File: config.mk
export PLATFORM = sky130hd
export DESIGN_NAME = rrf_alloc_unit_flat
export DESIGN_NICKNAME = d
export VERILOG_FILES = /design/src/rtl/rrf_alloc_unit_pkg.sv /design/src/rtl/rrf_alloc_unit_if.sv /design/src/rtl/rrf_alloc_unit.sv /design/src/flat_wrapper.sv
export SDC_FILE = /design/constraint.sdc
export NUM_CORES = 1
export LEC_CHECK = 0
export BUFFER_PORTS_ARGS = -buffer_cell sky130_fd_sc_hd__buf_2
export CAP_MARGIN = 25
export CORE_MARGIN = 5
export CORE_UTILIZATION = 56
export CTS_CLUSTER_DIAMETER = 30
export DETAILED_ROUTE_END_ITERATION = 7
export PLACE_DENSITY = 0.88
export SETUP_SLACK_MARGIN = 0.3
export SLEW_MARGIN = 10
export SYNTH_ARGS = -nofsm -noshare
export SYNTH_HDL_FRONTEND = slang
export SYNTH_SLANG_ARGS = --single-unit
File: constraint.sdc
create_clock -name clk -period 7.2 [get_ports clk]
set_input_delay 1.44 -clock clk [delete_from_list [all_inputs] [get_ports clk]]
set_output_delay 1.44 -clock clk [all_outputs]
set_load 0.005 [all_outputs]
File: src/rtl/rrf_alloc_unit_pkg.sv
// Shared constants and pointer arithmetic for the rename-register allocator.
package rrf_alloc_unit_pkg;
  localparam int RRF_NUM        = 64;
  localparam int RRF_SEL        = 6;
  localparam int ROB_SEL        = RRF_SEL;
  localparam int DISPATCH_WIDTH = 2;
  localparam int COMMIT_WIDTH   = 2;

  typedef logic [RRF_SEL-1:0] rrf_ptr_t;
  typedef logic [RRF_SEL:0]   rrf_cnt_t;

  // Modulo-RRF_NUM add; the MSB of the result is the wrap carry.
  function automatic logic [RRF_SEL:0] ptr_add(input rrf_ptr_t ptr, input logic [1:0] inc);
    ptr_add = {1'b0, ptr} + {{(RRF_SEL-1){1'b0}}, inc};
  endfunction
endpackage

File: src/rtl/rrf_alloc_unit_if.sv
// Dispatch/commit bus of the RRF allocator; flush signals exist only with RRF_FLUSH_EN.
interface rrf_alloc_unit_if;
  import rrf_alloc_unit_pkg::*;

  logic       req1_i;
  logic       req2_i;
  logic [1:0] comnum_i;
  rrf_ptr_t   dp1_addr_o;
  rrf_ptr_t   dp2_addr_o;
  logic       stall_o;
  rrf_cnt_t   freenum_o;
  rrf_ptr_t   rrfptr_o;
  rrf_ptr_t   comptr_o;
  logic       nextrrfcyc_o;
`ifdef RRF_FLUSH_EN
  logic       flush_i;
  rrf_ptr_t   flush_ptr_i;
`endif

  modport slave (
    input  req1_i, req2_i, comnum_i,
`ifdef RRF_FLUSH_EN
    input  flush_i, flush_ptr_i,
`endif
    output dp1_addr_o, dp2_addr_o, stall_o, freenum_o, rrfptr_o, comptr_o, nextrrfcyc_o
  );

  modport master (
    output req1_i, req2_i, comnum_i,
`ifdef RRF_FLUSH_EN
    output flush_i, flush_ptr_i,
`endif
    input  dp1_addr_o, dp2_addr_o, stall_o, freenum_o, rrfptr_o, comptr_o, nextrrfcyc_o
  );
endinterface

File: src/rtl/rrf_alloc_unit.sv
// RRF/ROB entry allocator: grants 0-2 consecutive entries per cycle, reclaims on commit.
// Grant is same-cycle, all-or-nothing; optional mispredict rollback under RRF_FLUSH_EN.
module rrf_alloc_unit
  import rrf_alloc_unit_pkg::*;
(
  input  logic              clk,
  input  logic              reset,
  rrf_alloc_unit_if.slave   bus
);

  rrf_ptr_t         rrfptr, comptr;
  rrf_cnt_t         freenum;
  logic             nextrrfcyc;

  logic [1:0]       reqcnt;
  logic [1:0]       alloc;
  logic             stall;
  logic [RRF_SEL:0] rrf_sum, com_sum;
  rrf_ptr_t         rrfptr_nxt, comptr_nxt;
  rrf_cnt_t         freenum_nxt;
  logic             cyc_nxt;
  rrf_cnt_t         used_cnt;

  assign reqcnt = {1'b0, bus.req1_i} + {1'b0, bus.req1_i & bus.req2_i};

  // Stall only looks at the registered free count; same-cycle commits are not credited.
`ifdef RRF_FLUSH_EN
  assign stall = ({{(RRF_SEL-1){1'b0}}, reqcnt} > freenum) | bus.flush_i;
`else
  assign stall = ({{(RRF_SEL-1){1'b0}}, reqcnt} > freenum);
`endif

  assign alloc = stall ? 2'd0 : reqcnt;

  always_comb begin
    rrf_sum     = ptr_add(rrfptr, alloc);
    com_sum     = ptr_add(comptr, bus.comnum_i);
    rrfptr_nxt  = rrf_sum[RRF_SEL-1:0];
    cyc_nxt     = nextrrfcyc ^ rrf_sum[RRF_SEL];
    comptr_nxt  = com_sum[RRF_SEL-1:0];
    freenum_nxt = freenum - {{(RRF_SEL-1){1'b0}}, alloc} + {{(RRF_SEL-1){1'b0}}, bus.comnum_i};
`ifdef RRF_FLUSH_EN
    // Rollback: everything between the new commit pointer and flush_ptr stays live.
    if (bus.flush_i) begin
      rrfptr_nxt  = bus.flush_ptr_i;
      freenum_nxt = rrf_cnt_t'(RRF_NUM) - {1'b0, rrf_ptr_t'(bus.flush_ptr_i - comptr_nxt)};
      cyc_nxt     = nextrrfcyc ^ (bus.flush_ptr_i < rrfptr);
    end
`endif
  end

  always_ff @(posedge clk or posedge reset) begin
    if (reset) begin
      rrfptr     <= '0;
      comptr     <= '0;
      freenum    <= rrf_cnt_t'(RRF_NUM);
      nextrrfcyc <= 1'b0;
    end else begin
      rrfptr     <= rrfptr_nxt;
      comptr     <= comptr_nxt;
      freenum    <= freenum_nxt;
      nextrrfcyc <= cyc_nxt;
    end
  end

  assign used_cnt = rrf_cnt_t'(RRF_NUM) - freenum;

  // The ROB can never commit more entries than are currently in flight.
  assert property (@(posedge clk) disable iff (reset)
                   ({{(RRF_SEL-1){1'b0}}, bus.comnum_i} <= used_cnt));

  assign bus.dp1_addr_o   = rrfptr;
  assign bus.dp2_addr_o   = rrfptr + rrf_ptr_t'(1);
  assign bus.stall_o      = stall;
  assign bus.freenum_o    = freenum;
  assign bus.rrfptr_o     = rrfptr;
  assign bus.comptr_o     = comptr;
  assign bus.nextrrfcyc_o = nextrrfcyc;

endmodule
File: src/flat_wrapper.sv
// flat-port wrapper written by rule: the top's interface ports become plain ports
module rrf_alloc_unit_flat import rrf_alloc_unit_pkg::*;
  (clk, reset, bus_req1_i, bus_req2_i, bus_comnum_i, bus_dp1_addr_o, bus_dp2_addr_o, bus_stall_o, bus_freenum_o, bus_rrfptr_o, bus_comptr_o, bus_nextrrfcyc_o);
  rrf_alloc_unit_if bus_i ();
  input  logic clk;
  input  logic reset;
  input wire logic [$bits(bus_i.req1_i)-1:0] bus_req1_i;
  input wire logic [$bits(bus_i.req2_i)-1:0] bus_req2_i;
  input wire logic [$bits(bus_i.comnum_i)-1:0] bus_comnum_i;
  output wire logic [$bits(bus_i.dp1_addr_o)-1:0] bus_dp1_addr_o;
  output wire logic [$bits(bus_i.dp2_addr_o)-1:0] bus_dp2_addr_o;
  output wire logic [$bits(bus_i.stall_o)-1:0] bus_stall_o;
  output wire logic [$bits(bus_i.freenum_o)-1:0] bus_freenum_o;
  output wire logic [$bits(bus_i.rrfptr_o)-1:0] bus_rrfptr_o;
  output wire logic [$bits(bus_i.comptr_o)-1:0] bus_comptr_o;
  output wire logic [$bits(bus_i.nextrrfcyc_o)-1:0] bus_nextrrfcyc_o;
  assign bus_i.req1_i = bus_req1_i;
  assign bus_i.req2_i = bus_req2_i;
  assign bus_i.comnum_i = bus_comnum_i;
  assign bus_dp1_addr_o = bus_i.dp1_addr_o;
  assign bus_dp2_addr_o = bus_i.dp2_addr_o;
  assign bus_stall_o = bus_i.stall_o;
  assign bus_freenum_o = bus_i.freenum_o;
  assign bus_rrfptr_o = bus_i.rrfptr_o;
  assign bus_comptr_o = bus_i.comptr_o;
  assign bus_nextrrfcyc_o = bus_i.nextrrfcyc_o;
  rrf_alloc_unit u_core (.clk(clk), .reset(reset), .bus(bus_i));
endmodule
==> results.md, run 1 <==
- Outcome: finished, final reports clean
- Final TNS setup: 0 ns
- Clock power share: 7.9%
- Part of the power in combinational logic: 62.7%
- Ant. Diodes: 0
- Total power: 827 uW
- Warnings from Yosys: 0
- CTS tree: done
- Layout filler cell count: 196
- Peak Freq: 0.241 GHz
- WS Path Type: in2out
- Synth Area per Inst: 10.2 um2
- Sequential power share: 29.4%
- Grt total ovfl: 0
- Pwr Density: 517 nW/um2
- Max Cap Violations: 0
- Synth Area in XOR/XNOR: 10.1%
- Leak pwr: 0.000848 uW
- TritonCTS Sinks: 20
- Slew Viols, Final: 0
- # H-tree levels: 1
- Top post-synthesis cells by area: dfrtp_1 34%, ha_1 16%, inv_1 5.9%
- Worst Path Required: 5.76 ns
- NetSw: 372 uW
- Switching share of power: 45.0%
- First-pass GRT wire length: 4.60 mm
- Core ar.: 2430 um2
- Worst skew pair latency: 0.30 ns
- Adder-Cell Fraction of Synth Area: 21.9%
- Mux cell area share after synthesis: 0%
- Largest family of logic cells by synthesized area: adder cells
- Post-Synth Simple-Gate Area: 12.0%
- CP endpoint kind: output port
- Area of the multi-input gates: 751 um2
- Root buffer cell: clkbuf_4
- Commonest register cell after synthesis: dfrtp_1
- Synth-to-layout area growth: 14.8%
- Initial drt markers: 60
- Final Cycle Share: 57.6%
- Synth Instances: 136
- RSZ-0062 raised after global routing: false
- Share of cells above drive strength 1: 26.5%
- FF+latch area: 502 um2
- Post-CTS setup buffer count: 0
- Internal: 455 uW
- Cell taking the most area after synthesis: dfrtp_1
- Max FO, Critical Path: 4
- FP Rows: 18
- Crit path cell chain: buf_2 -> and2_1 -> ha_1 -> nor2b_1 -> o2111a_1 -> and2_1 -> buf_2
- Die Wd: 59.9 um
- Final #Nets: 199
- Final setup viols: 0
- Global Route Usage Sum: 17.3%
- Synth Area in Compound Gates: 9.88%
- DR WL/cell: 14.4 um
- DRC: 0
- CP peak stage delay: 0.30 ns
- Mapped Area: 1390 um2
- Vias per inst: 5.30
- # IOs: 39
- CTS resizes: 0
- Vias in the first global route: 1026
- Max VDD drop: 0.352 mV
- EDFF count, synth: 0
- DIE HEIGHT: 59.9 um
- Slowest CP cell: ha_1
- Fin crit period: 4.14 ns
- Worst Path Arrival: 2.70 ns
- Post-synth top area share: 34.1%
- Post-synthesis sequential area ratio: 36.0%
- CTS Buf Count: 3
- Antenna violations before repair: 0
- Hold violation total from the final report: 0
- Slew @ Worst Pin: 0.765 ns
- Ys async rst share: 100%
- Rel. slew slack: 48.9%
- Unique masters post-synth: 33
- Post-route ant nets: 0
- Hold Buf Count CTS: 0
- GPL Wtd Cong: 0.935
- Initial core utilization: 57.3%
- Layout Skew: 0.0157 ns
- Clk pin slew, worst setup/hold paths: 0.11 ns
- Post-synth top cells: 22 x inv_1, 19 x dfrtp_1, 18 x ha_1, 8 x xnor2_1, 8 x xor2_1
- Clk buf depth: 2
- Post-DP HPWL: 2.32 mm
- Number of synthesized register bits: 20
- Worst hold path class: reg2reg
- CP startpoint kind: input pin
- Drt pass-1 iters: 4
- Die footprint: 3580 um2
- Port Buf Inserts: 38
- Final WL: 2.89 mm
- Largest net degree at the start of global routing: 21
- DR vias: 1060
- Synthesized Nets: 164
- Most frequent cell after synthesis: inv_1
registers in the layout, summed over array words and instances, names as in the netlist:
register,flops
u_core.bus.nextrrfcyc_o,1
u_core.bus.dp1_addr_o,6
u_core.bus.comptr_o,6
u_core.bus.freenum_o,7
final cells by class:
type	instances	area share, %
flip-flops and latches	20	31.4
multi-input cells	86	46.9
repair buffers	38	11.9
clock buffers	4	2.27
inverters	22	5.16
well taps	30	2.35
per-layer routing:
layer	GRT usage (%)	wire length, um	up-vias
li1	-	-	513
met1	20.5	1210	504
met2	31.8	1450	39
met3	2.59	200	4
met4	4.75	27	0
met5	0	0	-
worst paths after layout:
kind / startpoint / endpoint / slack [ns] / cells after the start
worst max-delay path: bus_req1_i / bus_stall_o / 3.06 / 7
worst min-delay path: u_core.bus.comptr_o[5] / u_core.bus.comptr_o[5] / 0.47 / 1
worst max register to register: u_core.bus.freenum_o[1] / u_core.bus.freenum_o[5] / 4.08 / 11
worst min register to register: u_core.bus.comptr_o[5] / u_core.bus.comptr_o[5] / 0.47 / 1
max in group asynchronous: reset / u_core.bus.comptr_o[4] / 5.45 / 2
min in group asynchronous: reset / u_core.bus.freenum_o[0] / 1.26 / 2
worst max-delay path: cells and delay by family:
kind	cells	cell delay, ns
fa+ha+maj	1	0.30
simple gates	3	0.47
compound gates	1	0.27
buf+inv	2	0.23
per-stage QoR:
stage / instances / hold slack [ns] / instance area [um2] / util (%) / setup WS (ns)
floorplan: 136 / 0.465 / 1390 / - / 3.26
global placement: 196 / 0.451 / 1560 / 64.2 / 3.01
detailed placement: 196 / 0.453 / 1560 / 64.2 / 2.84
CTS: 200 / 0.472 / 1600 / 65.7 / 3.06
global route: 200 / 0.497 / 1600 / 65.7 / 3.02
finish: 200 / 0.468 / 1600 / 65.7 / 3.06
power by group through the flow:
| stage | clock [uW] | combinational, uW | sequential (uW) |
|---|---|---|---|
| after floorplan | 0 | 364 | 235 |
| after global placement | 0 | 482 | 241 |
| after detailed placement | 0 | 511 | 245 |
| after CTS | 66.8 | 516 | 243 |
| after global routing | 71.4 | 573 | 255 |
| final | 65.3 | 518 | 243 |
cell families (layout without fill, tap and decap cells):
kind of cell / count (synthesis) / in the layout
flip-flops: 20 / 20
adder cells (fa/ha/maj): 22 / 22
buffers and inverters: 30 / 64
XOR/XNOR: 16 / 16
AND/OR/NAND/NOR: 30 / 30
AO/OA/AOI/OAI: 18 / 18
cells in the final DEF, fill, tap and decap left out, drive strengths merged, types with 3 or more instances in the layout:
master	count
clkbuf	4
buf	38
nand2	3
a211oi	3
nor2	5
nor3	3
nand3	3
dfrtp	19
xnor2	8
nand2b	3
fa	4
nand3b	3
inv	22
xor2	8
ha	18
a21oi	4
(Power assumes the default switching activity.)
==> inputs of run 2 (changes only) <==
- CORE_UTILIZATION: 56 -> 52
- PLACE_DENSITY: 0.88 -> 0.83
- clock period: 7.2 -> 4.3 ns (I/O delays scaled with it)
==> results.md, run 2 (synthesis gave the netlist of run 1 again) <==
- Largest register FFs: 7 (unchanged)
- Peak Freq: 0.292 GHz
- Initial drt markers: 39 (-35%)
- Worst R2R Path Depth: 11 (unchanged)
- DR WL/cell: 14.6 um (+0.80%)
- Clk buf depth: 2 (unchanged)
- Grt total ovfl: 0 (unchanged)
- Finished Core Util: 64.0% (-1.7 points)
- # H-tree levels: 1 (unchanged)
- Slew Viols, Final: 0 (unchanged)
- Flop2flop setup slack: 1.20 ns (-2.88 ns)
- First-pass GRT wire length: 4.72 mm (+2.5%)
- Antenna violations before repair: 0 (unchanged)
- Layout Skew: 0.00980 ns (-0.00592 ns)
- Dpl cells: 196 (unchanged)
- Drt pass-1 iters: 4 (unchanged)
- CTS tree: done
- Global Route Usage Sum: 17.4% (+0.15 points)
- TritonCTS Sinks: 20 (unchanged)
- Total power: 1410 uW (+71%)
- Post-route ant nets: 0 (unchanged)
- WHS Endpoint: u_core.bus.nextrrfcyc_o
- Final TNS setup: 0 ns (unchanged)
- Fin crit period: 3.43 ns
- Worst skew pair latency: 0.32 ns (+0.02 ns)
- Synth-to-layout area growth: 16.0%
- Clk pin slew, worst setup/hold paths: 0.12 ns (about the same)
- FP Rows: 18 (unchanged)
- CP startpoint kind: input pin
- Final Cycle Share: 79.7%
- CTS Buf Count: 3 (unchanged)
- Hold Crit Depth: 1 (unchanged)
- Leak pwr: 0.000855 uW (+0.82%)
- Die Wd: 61.8 um (+3.1%)
- Reg-to-Reg Start: u_core.bus.freenum_o[1]
- Root buffer cell: clkbuf_4
- Worst hold slack: 0.477 ns (+0.00830 ns)
- WS Path Type: in2reg
- Critical R2R Capture: u_core.bus.freenum_o[5]
- Final cell count without fillers: 200 (unchanged)
- Die footprint: 3810 um2 (+6.4%)
- Most frequent cells in the layout: 38 x buf_2, 22 x inv_1, 19 x dfrtp_1, 18 x ha_1
- Rel. slew slack: 48.3% (-0.61 points)
- RSZ-0062 raised after global routing: false
- CP endpoint kind: flop
- Max FO, Critical Path: 4 (unchanged)
- Worst Path Required: 4.51 ns (-1.25 ns)
- Final setup viols: 0 (unchanged)
- DRC: 0 (unchanged)
- # IOs: 39 (unchanged)
- Share of cells above drive strength 1: 26.5% (unchanged)
- Worst Path Arrival: 3.63 ns (+0.93 ns)
- Outcome: finished, final reports clean
- Initial core utilization: 55.2% (-2.0 points)
- Worst setup startpoint: bus_req1_i
- Vias per inst: 5.29 (-0.19%)
- Final WL: 2.91 mm (+0.80%)
- Core ar.: 2520 um2 (+3.7%)
- Worst hold path class: reg2reg
- Pwr Density: 874 nW/um2 (+69%)
- Port Buf Inserts: 38 (unchanged)
- CTS resizes: 0 (unchanged)
- Ant. Diodes: 0 (unchanged)
- Hold violation total from the final report: 0 (unchanged)
- Most common cell after layout, fill and taps aside: buf_2
- DIE HEIGHT: 61.8 um (+3.1%)
- Worst hold path startpoint: u_core.bus.nextrrfcyc_o
- Hold Buf Count CTS: 0 (unchanged)
- Vias in the first global route: 1036 (+0.97%)
- Max Cap Violations: 0 (unchanged)
- Max VDD drop: 0.530 mV (+51%)
- Slew @ Worst Pin: 0.774 ns (+0.00914 ns)
- Post-DP HPWL: 2.34 mm (+0.88%)
- Final #Nets: 199 (unchanged)
- Post-CTS setup buffer count: 0 (unchanged)
- Largest net degree at the start of global routing: 21 (unchanged)
- DR vias: 1058 (-0.19%)
- GPL Wtd Cong: 0.860 (-8.0%)
## run 2: routing by layer
layer	global-route usage, %	share of wire, %
met1	19.9	39
met2	32.0	52
met3	2.48	6.4
met4	7.58	2.3
met5	0	0
## run 2: report_power, final
part	internal, uW	switching, uW
logic	408	435
registers	298	113
clock network	94.3	63.4
total	800	612
## run 2: layout make-up
type                    count  area [um2]
inverters                  22        82.6
multi-input cells          86         751
flip-flops and latches     20         502
well taps                  30        37.5
fillers                   207         907
repair buffers             38         190
clock inverters             1        30.0
clock buffers               3        22.5
## run 2: how the worst max path moves through the flow
stage | end | slack, ns | depth (start not counted)
after CTS | u_core.bus.freenum_o[5] | 0.86 | 12
after global placement | u_core.bus.freenum_o[5] | 0.63 | 12
after global routing | u_core.bus.freenum_o[5] | 0.66 | 12
after floorplan | u_core.bus.freenum_o[6] | 0.94 | 11
final | u_core.bus.freenum_o[5] | 0.87 | 12
after detailed placement | u_core.bus.freenum_o[5] | 0.54 | 12
## run 2: per-stage QoR
stage	worst slack (ns)	cell area, um2
2_1_floorplan	0.939	1390
3_3_place_gp	0.631	1560
3_5_place_dp	0.537	1560
4_1_cts	0.863	1620
5_1_grt	0.663	1620
6_report	0.873	1620
## run 2: critical path, cell delays in order
cell      delay (ns)
buf_2           0.10
and2_1          0.17
ha_1            0.29
nor2b_1         0.14
o2111a_1        0.27
a21boi_0        0.29
fa_1            0.47
inv_1           0.11
ha_1            0.25
a211oi_1        0.36
o211ai_1        0.16
nor3b_1         0.16
